===== src/rtl/tictactoe_pkg.sv =====
// tictactoe_pkg: controller state encoding and the eight winning cell masks.
// Board bit i is cell i, row-major, with cell 0 at the top-left.
package tictactoe_pkg;

    typedef enum logic [2:0] {START, PLAY, CHECK, WIN_X, WIN_O, TIE} state_t;

    localparam logic [7:0][8:0] WIN_LINES = {
        9'b001_010_100, 9'b100_010_001,
        9'b100_100_100, 9'b010_010_010, 9'b001_001_001,
        9'b111_000_000, 9'b000_111_000, 9'b000_000_111
    };

    localparam logic [8:0] FULL_BOARD = 9'h1ff;

endpackage


===== src/rtl/line_check.sv =====
// line_check: flags a board that covers at least one complete win line.
module line_check
    import tictactoe_pkg::*;
(
    input  logic [8:0] board,
    output logic       win
);

    always_comb begin
        win = 1'b0;
        for (int i = 0; i < 8; i++)
            win = win | ((board & WIN_LINES[i]) == WIN_LINES[i]);
    end

endmodule


===== src/rtl/turn_controller.sv =====
// turn_controller: tic-tac-toe game sequencer; owns boards, turn, screen state and scores.
// A move lands one edge after the press and its outcome is resolved on the following edge.
module turn_controller
    import tictactoe_pkg::*;
#(
    parameter int SCORE_W = 4
) (
    input  logic               clk_100MHz,
    input  logic               reset,
    input  logic [8:0]         square,
    input  logic               start,
    input  logic               restart,
    input  logic               reset_score,
    output logic [8:0]         x_board,
    output logic [8:0]         o_board,
    output logic               turn_x,
    output logic               scr_start,
    output logic               scr_play,
    output logic               scr_win_x,
    output logic               scr_win_o,
    output logic               scr_tie,
    output logic [SCORE_W-1:0] x_score,
    output logic [SCORE_W-1:0] o_score
);

    state_t     state;
    logic [8:0] sq_q;
    logic [8:0] mover_board;
    logic       new_press;
    logic       can_move;
    logic       mover_win;
    logic       board_full;

    // A press is the rising of a single button; holds and chords never count.
    assign new_press   = (sq_q == '0) && (square != '0) && ((square & (square - 9'd1)) == '0);
    assign can_move    = new_press && (((x_board | o_board) & square) == '0);
    // turn_x has already flipped by CHECK, so the mover is the other player.
    assign mover_board = turn_x ? o_board : x_board;
    assign board_full  = (x_board | o_board) == FULL_BOARD;

    line_check u_line_check (
        .board (mover_board),
        .win   (mover_win)
    );

    assign scr_start = state == START;
    assign scr_play  = (state == PLAY) || (state == CHECK);
    assign scr_win_x = state == WIN_X;
    assign scr_win_o = state == WIN_O;
    assign scr_tie   = state == TIE;

    always_ff @(posedge clk_100MHz or posedge reset) begin
        if (reset) begin
            state   <= START;
            x_board <= '0;
            o_board <= '0;
            turn_x  <= 1'b1;
            x_score <= '0;
            o_score <= '0;
            sq_q    <= '0;
        end else begin
            sq_q <= square;
            if (restart) begin
                state   <= START;
                x_board <= '0;
                o_board <= '0;
                turn_x  <= 1'b1;
            end else begin
                case (state)
                    START, WIN_X, WIN_O, TIE: begin
                        if (start) begin
                            state   <= PLAY;
                            x_board <= '0;
                            o_board <= '0;
                            turn_x  <= 1'b1;
                        end
                    end
                    PLAY: begin
                        if (can_move) begin
                            if (turn_x) x_board <= x_board | square;
                            else        o_board <= o_board | square;
                            turn_x <= !turn_x;
                            state  <= CHECK;
                        end
                    end
                    CHECK:   state <= mover_win ? (turn_x ? WIN_O : WIN_X) : board_full ? TIE : PLAY;
                    default: state <= START;
                endcase
            end
            // A score clear beats the win being credited on the same edge.
            if (reset_score) begin
                x_score <= '0;
                o_score <= '0;
            end else if (!restart && state == CHECK && mover_win) begin
                if (turn_x) begin
                    if (o_score != '1) o_score <= o_score + 1'b1;
                end else begin
                    if (x_score != '1) x_score <= x_score + 1'b1;
                end
            end
        end
    end

endmodule


===== config.mk =====
export PLATFORM = sky130hd
export DESIGN_NAME = turn_controller
export DESIGN_NICKNAME = d
export VERILOG_FILES = /design/src/rtl/tictactoe_pkg.sv /design/src/rtl/line_check.sv /design/src/rtl/turn_controller.sv
export SDC_FILE = /design/constraint.sdc
export NUM_CORES = 1
export LEC_CHECK = 0
export BUFFER_PORTS_ARGS = -buffer_cell sky130_fd_sc_hd__buf_4
export CAP_MARGIN = 10
export CORE_AREA = 2 2 76 78
export CTS_CLUSTER_SIZE = 16
export DETAILED_ROUTE_END_ITERATION = 12
export DIE_AREA = 0 0 78 80
export GPL_TIMING_DRIVEN = 0
export PLACE_DENSITY = 0.6
export SLEW_MARGIN = 20
export SYNTH_ARGS = -nofsm -noshare
export SYNTH_HDL_FRONTEND = slang
export SYNTH_SLANG_ARGS = --single-unit

===== constraint.sdc =====
create_clock -name clk_100MHz -period 2.36 [get_ports clk_100MHz]
set_input_delay 0.236 -clock clk_100MHz [delete_from_list [all_inputs] [get_ports clk_100MHz]]
set_output_delay 0.236 -clock clk_100MHz [all_outputs]
set_load 0.01 [all_outputs]

# After elaboration in Yosys (flattened, before gate mapping)
# Index checks and enable logic that the tools add are counted.
[word_totals] input_bits=14 regBits=39
[op_classes] n_addsub=3 bitwise_logic=12 eq_ne=21 muxes=29 n_reduce_logical=25
[ops] op="$mux 9" count=8
[ops] op="$pmux 9 s2" count=2
[ops] op="$mux 4" count=8
[ops] op="$eq 3x3->1 const B" count=10
[ops] op="$logic_not 9->1" count=3
[ops] op="$or 9x9->9" count=3
[ops] op="$and 9x9->9" count=2
[ops] op="$mux 3" count=6
[ops] op="$ne 3x3->1 const B" count=4
[ops] op="$eq 9x9->1 const B" count=1
[ops] op="$pmux 3 s3" count=1
[ops] op="$reduce_and 3->1" count=3
[ops] op="$reduce_bool 9->1" count=1
[ops] op="$sub 9x1->9 const B" count=1
[ops] op="$add 4x1->4 const B" count=2
[ops] op="$ne 4x4->1 const B" count=2
[ops] op="$reduce_and 4->1" count=2
[ops] op="$reduce_bool 2->1" count=4
[ops] op="$or 1x1->1" count=7
[ops] op="$eq 3x2->1 const B" count=2
[ops] op="$logic_and 1x1->1" count=5
[ops] op="$reduce_or 4->1" count=1
[ops] op="$eq 3x1->1 const B" count=1
[ops] op="$logic_not 3->1" count=1
[ops] op="7 further kinds" count=10

# Logic depth before layout (Yosys ltp)
[logic_depth] ltp_word=12 ltp_mapped=7 mapped_depth_nobuf=5

# Modules after synthesis
# A second synthesis with hierarchy kept.
[unflattened] cells_unflattened=225 hier_area_um2=2152.1
[modules_own_cells] mod="turn_controller" area_per_inst_um2=2097.0 seq_area_each_um2=977.2 n_inst=1 cells_per_inst=218
[modules_own_cells] mod="line_check" area_per_inst_um2=55.1 seq_area_each_um2=0.0 n_inst=1 cells_per_inst=7

# Worst setup path before layout
# No wires, ideal clock.
[synth_path] path_type="register to register" start="register o_board[2]" end="register turn_x" stages_incl_launch_ff=7 slack_ns=0.547 n_path_buf=1 t_arrival_ns=1.734 required_time_ns=2.280 path_cell_list="dfrtp_1 o41a_1 o32a_1 nor3_2 o2111ai_1 buf_2 a32o_1"
[synth_via] elab_chain_len=6
[synth_lines] element="from (decl)" line="turn_controller.sv:15" rtl="output logic [8:0] o_board,"
[synth_lines] element="from (signal assigned)" line="turn_controller.sv:81" rtl="else o_board <= o_board | square;"
[synth_lines] element="$or 9x9->9" line="turn_controller.sv:36" rtl="assign can_move = new_press && (((x_board | o_board) & square) == '0);"
[synth_lines] element="$and 9x9->9" line="turn_controller.sv:36"
[synth_lines] element="$logic_not 9->1" line="turn_controller.sv:36"
[synth_lines] element="$logic_and 1x1->1" line="turn_controller.sv:36"
[synth_lines] element="$ne 3x3->1 (no source line)"
[synth_lines] element="$reduce_and 3->1 (no source line)"
[synth_lines] element="to (signal assigned)" line="turn_controller.sv:82" rtl="turn_x <= !turn_x;"
[synth_lines] element="to (decl)" line="turn_controller.sv:16" rtl="output logic turn_x,"
# No other way between the ends.
# A chain may end at the register's enable or synchronous reset.

# Worst setup path in the final report
# Ends and elaborated chain as after synthesis.

==> results.md <==
- FF-to-FF setup slack: 0.28 ns
- Synthesized area: between 2000 and 2500 µm²
- Clk_lat worst skew: about 0.29 ns
- Area contributors post-synth: dfrtp_1, nand2_1, o21ai_1
- Setup violators final: 0
- Final core utilization: 48.1%
- Maximum Capacitance Violations: 0
- Final non-filler cell total: between 300 and 400
- Slew Viols, Final: 0
- PwrDens: between 500 and 600 nW/µm²
- Worst Tran Pin Value: about 0.55 ns
- Top FF cell, synth: dfrtp_1
- Worst Skew: 0.00181 ns
- CTS Sinks: 39
- Worst IR Drop VDD: 293 µV
- Pwr Total: ~1.5 mW
- CP arrival: roughly 2.3 ns
- DRT antenna net count: 0
- Area growth syn-to-layout: 26.5%
- P_int: around 1.1 mW
- Final Hold Vio Count: 0
- Height of the chip: around 80 µm
- CP Class: register to register
- Status: complete, no violations
- Crit path max-delay family: compound AO/OA/AOI/OAI gates
- Fmax: just under 500 MHz
- Seq cells post-synth: 39
- Largest net degree at the start of global routing: 35
- Ys async rst share: 100%
- Post-synth EDFFs: 0
- Power share of the combinational group: 15.7%
- Initial antenna violation count: 0
- Critical Path RT: ~2.6 ns
- Hold Path Sink: sq_q[3]
- Vias per cell: between 5 and 6
- Placed cells: around 340
- Total congestion overflow: 0
- Iteration-0 DRC count of the detailed router: between 100 and 150
- Synth area leader: dfrtp_1
- Yosys warns: 0
- Slowest CP cell: dfrtp_1
- Cts bufs inserted: 5
- WHS Path Cells: 1
- Post-CTS setup repair buffer count: 0
- Share of the synthesized area in the top cell type: a little under half
- Psw: 393 µW
- Period utilization: 88.0%
- Clk pwr share: around 37%
- Max FO, Critical Path: 10
- RSZ-0062 raised after global routing: false
- Die X: between 70 and 80 µm
- Reg-to-Reg Start: o_board[2]
- CTS tree: built
- Routability cong.: roughly 0.83
- Number of global-route vias before repair: between 1500 and 2000
- Routed wire per std cell: approximately 16 µm
- Worst path buffer plus inverter count: 1
- Root buffer cell: clkbuf_8
- Hold Path Origin: square[3]
- PortBufs: 43
- Critical Path Source: o_board[2]
- Final wirelength: roughly 5.4 mm
- Row cnt: 27
- Slew HR: a little over three fifths
- Diodes inserted: 0
- Sequential share of power: a little under half
- Clock slew at reported path FFs: about 0.07 ns
- H-Tree Depth: 2
- CP Capture Type: register
- Sw Share: approximately a quarter
- Layout fillers: 547
- Core Area: about 5400 µm²
- All-layer global routing usage: 18.5%
- Post-synthesis cell count: around 220
- Crit-path cells: o41a_1, o32a_1, nor3_2, o2111ai_1, buf_2, a32o_1
- RR Endpoint: turn_x
- Layout cell share with drive strength beyond 1: 24.5%
- First-pass GRT wire length: ~8.9 mm
- Worst hold slack: roughly 0.096 ns
- Slowest Stage Delay on Critical Path: between 0.4 and 0.5 ns
- Count of different cell masters after synthesis: between 50 and 60
- Final #Nets: 290
- Die footprint: 6240 µm²
- Syn Area/Cell: between 9 and 10 µm²
- DRC: 0
- I/O pin total: 46
- Setup TNS: 0 ns
- Deepest clock path buffer count: 2
- Initial Utilization: between 30% and 40%
- Vias post-DR: about 1900
- Final HPWL DP: around 3.8 mm
- LEAKAGE: approximately 1.2 nW
- R2R depth: 6
- Seq/Total Area, Yosys: a little under half
- Synthesized net count: around 240
- Drt pass-1 iters: 4
- Hold/Removal Path Class: input pin to register
- Startpoint types: register
- Tmin final: between 2 and 2.5 ns
==> what timing repair did <==
action,CTS,global route
hold endpoints to repair,5,0
hold buffers,1,0
gates resized for setup,0,0
==> through the flow <==
stage                     worst slack [ns]  cell area, µm²
after floorplan                      0.547            2060
after global placement               0.301            2470
after detailed placement             0.312            2490
after CTS                            0.281            2600
after global routing                 0.128            2600
final                                0.283            2600
==> worst register-to-register path, delay by kind of cell (launching register included) <==
family / cells / cell delay [ns]
AND/OR/NAND/NOR: 1 / 0.30
AO/OA/AOI/OAI: 4 / 1.03
flip-flops: 1 / 0.44
buffers and inverters: 1 / 0.23
==> kinds of logic (layout without fill, tap and decap cells) <==
| logic type | count (synthesis) | after routing | share of synthesized area, % |
|---|---|---|---|
| AO/OA/AOI/OAI | 72 | 72 | 23.9 |
| XOR/XNOR | 3 | 3 | 1.28 |
| adder cells (fa/ha/maj) | 3 | 3 | 1.70 |
| buffers and inverters | 14 | 66 | 2.80 |
| flip-flops | 39 | 39 | 47.5 |
| multiplexers | 3 | 3 | 1.52 |
| AND/OR/NAND/NOR | 88 | 88 | 21.3 |
==> flip-flops by register name, summed over array words and instances (netlist names) <==
name and count:
turn_x 1, sq_q 9, o_score 4, o_board 9, x_board 9, x_score 4, state 3
==> placed cells by master, fill, tap and decap left out, drive strengths merged, types with 2 or more instances in the layout <==
cell type and n:
buf 49, nand2 44, dfrtp 38, o21ai 30, clkbuf 10, nor3 9
a21oi 9, nor2 8, nand3 6, a22o 6, inv 5, nor3b 4
a21bo 3, nor4 3, mux2i 2, o211ai 2, a211oi 2, nand4 2
xnor2 2, o22ai 2, a22oi 2, a211o 2, and3 2, or3 2
nand3b 2, ha 2, a31oi 2
==> layer usage <==
metal  up-vias  wire (µm)  global-route usage, %
met4         0         55                   5.61
met5         -          0                      0
met1       926       2630                   26.1
met3         6        217                   3.05
li1        923          -                      -
met2        39       2500                   29.1
==> power by group through the flow <==
| stage | Combinational, mW | Clock, mW | Sequential (mW) |
|---|---|---|---|
| 2_1_floorplan | 0.137 | 0 | 0.713 |
| 3_3_place_gp | 0.229 | 0 | 0.713 |
| 3_5_place_dp | 0.235 | 0 | 0.714 |
| 4_1_cts | 0.237 | 0.546 | 0.700 |
| 5_1_grt | 0.261 | 0.578 | 0.703 |
| 6_report | 0.232 | 0.544 | 0.701 |
==> area by class of cell <==
| class | count | area, µm² | area share (%) |
|---|---|---|---|
| multi-input combinational | 169 | 1020 | 39.3 |
| sequential | 39 | 977 | 37.5 |
| timing repair buffer | 45 | 353 | 13.6 |
| tap | 72 | 90.1 | 3.46 |
| clock buffer | 6 | 72.6 | 2.79 |
| buffer | 9 | 38.8 | 1.49 |
| clock inverter | 1 | 30.0 | 1.15 |
| inverter | 5 | 18.8 | 0.721 |
==> how the worst max path moves through the flow <==
| stage | slack [ns] | to | cells after the start |
|---|---|---|---|
| final | 0.28 | turn_x | 6 |
| after floorplan | 0.55 | turn_x | 6 |
| after CTS | 0.28 | turn_x | 6 |
| after global placement | 0.30 | turn_x | 6 |
| after global routing | 0.13 | x_board[1] | 7 |
| after detailed placement | 0.31 | turn_x | 6 |
==> synth_stat cells (3+ instances only) <==
cell type	n
a21bo_2	3
dfrtp_1	38
nand3_1	6
o21ai_0	12
nor3_1	8
nor2_1	8
nor3b_1	4
a21oi_1	8
clkbuf_1	4
nand2_1	44
o21ai_1	18
buf_2	4
inv_1	5
a22o_1	6
Power figures use the tool's default switching activity.
